`config.mk`:
```
export PLATFORM = sky130hd
export DESIGN_NAME = fetch_pc_unit
export DESIGN_NICKNAME = d
export VERILOG_FILES = /design/src/rtl/fetch_pc_unit.sv
export SDC_FILE = /design/constraint.sdc
export NUM_CORES = 1
export LEC_CHECK = 0
export CAP_MARGIN = 25
export CORE_UTILIZATION = 45
export DETAILED_ROUTE_END_ITERATION = 16
export GPL_TIMING_DRIVEN = 1
export PLACE_DENSITY = 0.77
export SYNTH_ARGS = -nofsm -noshare
export SYNTH_HDL_FRONTEND = slang
export SYNTH_SLANG_ARGS = --single-unit
```
`constraint.sdc`:
```
create_clock -name clk -period 3.2 [get_ports clk]
set_clock_uncertainty 0.2 [all_clocks]
set_input_delay 0.64 -clock clk [delete_from_list [all_inputs] [get_ports clk]]
set_output_delay 0.64 -clock clk [all_outputs]
set_load 0.02 [all_outputs]
```
`src/rtl/fetch_pc_unit.sv`:
```
// rtl/fetch_pc_unit.sv - SimpleRisc IF stage: PC, imem drive, stall/redirect/halt handling
// Optional FETCH_PERF_CNT_EN adds perf_fetched/perf_stalled/perf_flushed counters.
module fetch_pc_unit #(
  parameter int          ADDR_W   = 10,
  parameter logic [31:0] RESET_PC = 32'h0000_0000
) (
  input  logic              clk,
  input  logic              reset,
  input  logic              stall_in,
  input  logic              is_Branch_Taken,
  input  logic [31:0]       branchPC,
  output logic [ADDR_W-1:0] imem_addr,
  input  logic [31:0]       imem_rdata,
  output logic [31:0]       if_pc,
  output logic [31:0]       if_ir,
  output logic              if_valid,
  output logic              flush_of,
  output logic              halted
`ifdef FETCH_PERF_CNT_EN
  ,
  output logic [31:0]       perf_fetched,
  output logic [31:0]       perf_stalled,
  output logic [31:0]       perf_flushed
`endif
);

  localparam logic [31:0] NOP    = 32'h6800_0000;
  localparam logic [31:0] MARKER = 32'hFFFF_FFFF;

  typedef enum logic [1:0] {S_FILL, S_RUN, S_STALL, S_HALT} state_t;

  state_t      r_state;
  state_t      w_next_state;
  logic [31:0] r_fetch_pc;
  logic [31:0] r_out_pc;
  logic [31:0] r_hold_ir;
  logic [31:0] w_word;
  logic [31:0] w_target;
  logic        w_present;
  logic        w_end;

  assign w_target  = branchPC & 32'hFFFF_FFFC;
  assign w_word    = (r_state == S_STALL) ? r_hold_ir : imem_rdata;
  assign w_present = (r_state == S_RUN) || (r_state == S_STALL);
  // End marker only counts when it would actually be consumed this cycle.
  assign w_end     = w_present && (w_word == MARKER) && !stall_in && !is_Branch_Taken;

  always_ff @(posedge clk) begin
    if (reset) r_state <= S_FILL;
    else       r_state <= w_next_state;
  end

  always_comb begin
    w_next_state = r_state;
    if (is_Branch_Taken) begin
      w_next_state = S_FILL;
    end else begin
      case (r_state)
        S_FILL:  w_next_state = S_RUN;
        S_RUN:   w_next_state = stall_in ? S_STALL : (w_end ? S_HALT : S_RUN);
        S_STALL: w_next_state = stall_in ? S_STALL : (w_end ? S_HALT : S_FILL);
        default: w_next_state = S_HALT;
      endcase
    end
  end

  always_comb begin
    imem_addr = r_fetch_pc[ADDR_W+1:2];
    if_pc     = r_out_pc;
    if_valid  = w_present && !is_Branch_Taken && !w_end;
    if_ir     = if_valid ? w_word : NOP;
    flush_of  = is_Branch_Taken;
    halted    = (r_state == S_HALT);
  end

  always_ff @(posedge clk) begin
    if (reset) begin
      r_fetch_pc <= RESET_PC;
      r_out_pc   <= RESET_PC;
      r_hold_ir  <= NOP;
    end else if (is_Branch_Taken) begin
      r_fetch_pc <= w_target;
    end else begin
      case (r_state)
        S_FILL: begin
          r_out_pc   <= r_fetch_pc;
          r_fetch_pc <= r_fetch_pc + 32'd4;
        end
        S_RUN: begin
          if (stall_in) begin
            r_hold_ir <= imem_rdata;
          end else if (!w_end) begin
            r_out_pc   <= r_fetch_pc;
            r_fetch_pc <= r_fetch_pc + 32'd4;
          end
        end
        S_STALL: begin
          // Re-read the successor so the word after the FILL bubble is fresh.
          if (!stall_in && !w_end) r_fetch_pc <= r_out_pc + 32'd4;
        end
        default: ;
      endcase
    end
  end

`ifdef FETCH_PERF_CNT_EN
  always_ff @(posedge clk) begin
    if (reset) begin
      perf_fetched <= '0;
      perf_stalled <= '0;
      perf_flushed <= '0;
    end else if (r_state != S_HALT) begin
      if (if_valid && !stall_in) perf_fetched <= perf_fetched + 32'd1;
      if (r_state == S_STALL)    perf_stalled <= perf_stalled + 32'd1;
      if (flush_of)              perf_flushed <= perf_flushed + 32'd1;
    end
  end
`endif

endmodule

```
==> impl_metrics.toml <==
[status]
status = "complete, but fails checks"
violations = "negative setup slack"

[clock_network]
cts_buffer_depth = 2
cts_root_buffer = "clkbuf_16"
htreeDepth = 3
clk_latency_ns = 0.35
clk_pin_slew_ns = 0.07
cts_sinks = 98
cts_tree = "yes"
cts_hold_buf = 0
numCtsBuffers = 9

[timing]
finalCriticalPeriod_ns = 3.212
timing.final.max_slew_violations = 0
timing.fmax_mhz = 311.4
slew_headroom = 0.6551
tightest_slew_ns = 0.5134
setup_violations = 4
fin_hold_ws_ns = 0.2550
final.period_utilization = 1.004
finalHoldViolCount = 0
setup_slack_ns = -0.01157
rsz0062_at_grt = "true"

[synth]
synthCells = 719
synth_area_per_cell_um2 = 8.146
syn-num-nets = 792
ys_seq_area_frac = 0.3350
netlist_area_um2 = 5857
async_flop_share = 0
synth-edff-count = 0
ys.flop_type = "dfxtp_1"
synth_cell_types = 69
yosys_warnings = 0
synth-seq-cells = 98

[critical_path]
cpMaxStageDelayCell = "clkdlybuf4s50_1"
path_class = "in -> out"
crit_fanout = 7
worstPathRequired_ns = 2.36
path_delay_family = "buffers and inverters"
worstPathCellList = "clkdlybuf4s50_1, nand4_1, nor3_4, a22oi_2, nor2_2, or2_4, buf_8, nor2_1, buf_2"
end_kind = "primary output"
reg2regPathDepth = 13
rr_endpoint = "r_fetch_pc[19]"
arrival_ns = 2.37
crit_buf_inv = 3
r2r_start = "r_state[0]"
r2r_slack_ns = 0.13
startpoint_type = "primary input"
max_stage_delay_ns = 0.49

[die]
initial_core_util = 0.4622
dieArea_um2 = 13480
rows = 41
io_pins = 145
dieHeight_um = 116.1
core_area_um2 = 12670
die_x_um = 116.1

[worst_hold_path]
hold_depth = 2
hold_class = "reg -> reg"
hp-start = "r_hold_ir[5]"
hold_path_end = "r_hold_ir[5]"

[detailed_routing]
drc = 0
dr_total_vias = 6116
routed_wirelength_um = 18470
wl_per_cell_um = 17.17
firstDrtPassIters = 5
viasPerCell = 5.684
initialDrtViolationCount = 357
ant_nets = 0

[global_routing]
antenna_found_initial = 1
gr-usage-all-layers = 0.2767
grt_max_degree = 42
grt_pass1_wl_um = 28970
grt_pass1_vias = 5868
gr-total-overflow = 0

[place]
io_buffers = 142
dp_hpwl_um = 12870
dp.cells = 1050
gp_congestion = 0.9056

[cells_and_area]
syn2layout_area_growth_pct = 41.96
drive_gt1_frac = 0.2071
final_cells = 1076
layout.nets = 971

[flow_run]
timing.max_cap.violations = 0

[pwr]
vdd_drop_max_uv = 299.2
power_density_nw_per_um2 = 378.4
p_leak_uw = 0.003349
## power breakdown
group	internal, uW	total (uW)	leakage, uW	switching (uW)
Combinational	332	674	0.00241	342
Sequential	1290	1370	0.000800	86.2
Clock	628	1100	0.000143	473
Total	2250	3150	0.00335	901
## flip-flops by register name, indices dropped and copies added (netlist names), named ones only
register / cells
if_pc: 32
r_fetch_pc: 30
r_hold_ir: 32
r_state: 2
## worst max path at each step
stage,start,to,slack [ns],cells after the start
floorplan,r_state[0],r_fetch_pc[30],0.0006,17
finish,imem_rdata[12],if_ir[20],-0.01,9
detailed placement,imem_rdata[22],if_ir[23],-0.59,9
CTS,is_Branch_Taken,if_ir[29],-0.06,5
global placement,imem_rdata[3],if_ir[0],-0.53,9
global route,r_state[0],if_ir[20],-0.06,11
## logic make-up (layout without fill, tap and decap cells)
| family | count (synthesis) | count (layout) | share of synthesized area |
|---|---|---|---|
| multiplexers | 91 | 91 | 0.1570 |
| AO/OA/AOI/OAI | 136 | 136 | 0.1542 |
| other | 0 | 1 | 0 |
| buffers and inverters | 72 | 256 | 0.06601 |
| AND/OR/NAND/NOR | 295 | 295 | 0.2442 |
| XOR/XNOR | 22 | 22 | 0.03290 |
| flip-flops | 98 | 98 | 0.3350 |
| adder cells (fa/ha/maj) | 5 | 5 | 0.01068 |
## layout make-up
class	instances	area [um2]
fillers	1037	4357
multi-input cells	549	3676
repair buffers	229	2118
flip-flops and latches	98	1963
clock buffers	12	246.5
well taps	172	215.2
clock inverters	4	51.30
inverters	11	41.29
diodes	1	2.502
## cell usage in the layout, fill, tap and decap left out, types with 5 or more instances in the layout
cell type,count
a21oi_1,44
o21ai_0,19
nand4b_1,5
buf_6,19
a211oi_1,9
a31oi_1,19
and3_1,10
dlygate4sd2_1,8
dlymetal6s2s_1,12
dfxtp_1,97
clkdlybuf4s50_1,89
buf_2,17
nor3_1,6
nor2_1,69
xnor2_1,6
xor2_1,16
nand4_1,21
mux2_2,6
buf_4,78
nor2_2,11
inv_1,9
nand2_1,114
nand3_1,24
mux2i_1,84
clkbuf_16,9
o21ai_1,6
## cells in the mapped netlist, types with 6 or more instances
cell / instances / area share
nand2_1: 114 / 0.073
dfxtp_1: 98 / 0.33
mux2i_1: 84 / 0.14
nor2_1: 82 / 0.053
a21oi_1: 45 / 0.038
clkbuf_1: 27 / 0.017
nand3_1: 24 / 0.021
nand4_1: 21 / 0.022
a31oi_1: 19 / 0.020
o21ai_0: 19 / 0.016
xor2_1: 16 / 0.024
buf_2: 14 / 0.012
buf_4: 12 / 0.015
and3_1: 11 / 0.012
inv_1: 10 / 0.0064
a211oi_1: 9 / 0.012
nor3_1: 8 / 0.0068
mux2_2: 7 / 0.013
nand2b_1: 6 / 0.0064
o21ai_1: 6 / 0.0051
xnor2_1: 6 / 0.0090
## metal layers
layer / track usage / routed length, um / up-vias / share of wire
li1: - / - / 2913 / -
met1: 0.3456 / 7951 / 2951 / 0.43
met2: 0.4643 / 9071 / 210 / 0.49
met3: 0.04812 / 888 / 42 / 0.048
met4: 0.1274 / 562 / 0 / 0.030
met5: 0 / 0 / - / 0
## worst min-delay path, delay by kind of cell (launching register included)
family,cells,cell delay [ns]
flip-flops,1,0.31
AO/OA/AOI/OAI,1,0.05
AND/OR/NAND/NOR,1,0.05
## stage by stage
| step | setup slack [ns] | total power [uW] | setup TNS (ns) | instance area [um2] | utilization |
|---|---|---|---|---|---|
| after floorplan | 0.0006293 | 1754 | 0 | 5924 | - |
| after global placement | -0.5277 | 2025 | -15.96 | 7818 | 0.6170 |
| after detailed placement | -0.5897 | 2048 | -17.12 | 7818 | 0.6170 |
| after CTS | -0.05551 | 3135 | -0.6088 | 8078 | 0.6375 |
| after global routing | -0.05927 | 3272 | -1.035 | 8314 | 0.6562 |
| final | -0.01157 | 3146 | -0.02010 | 8314 | 0.6562 |
## timing repair
item / 4_1_cts / 5_1_grt
setup buffers: 5 / 3
resized for setup: 152 / 64
cloned: 1 / 0
endpoints found under the setup margin: 33 / 35
pin swaps: 8 / 12
Power figures use the tool's default switching activity.
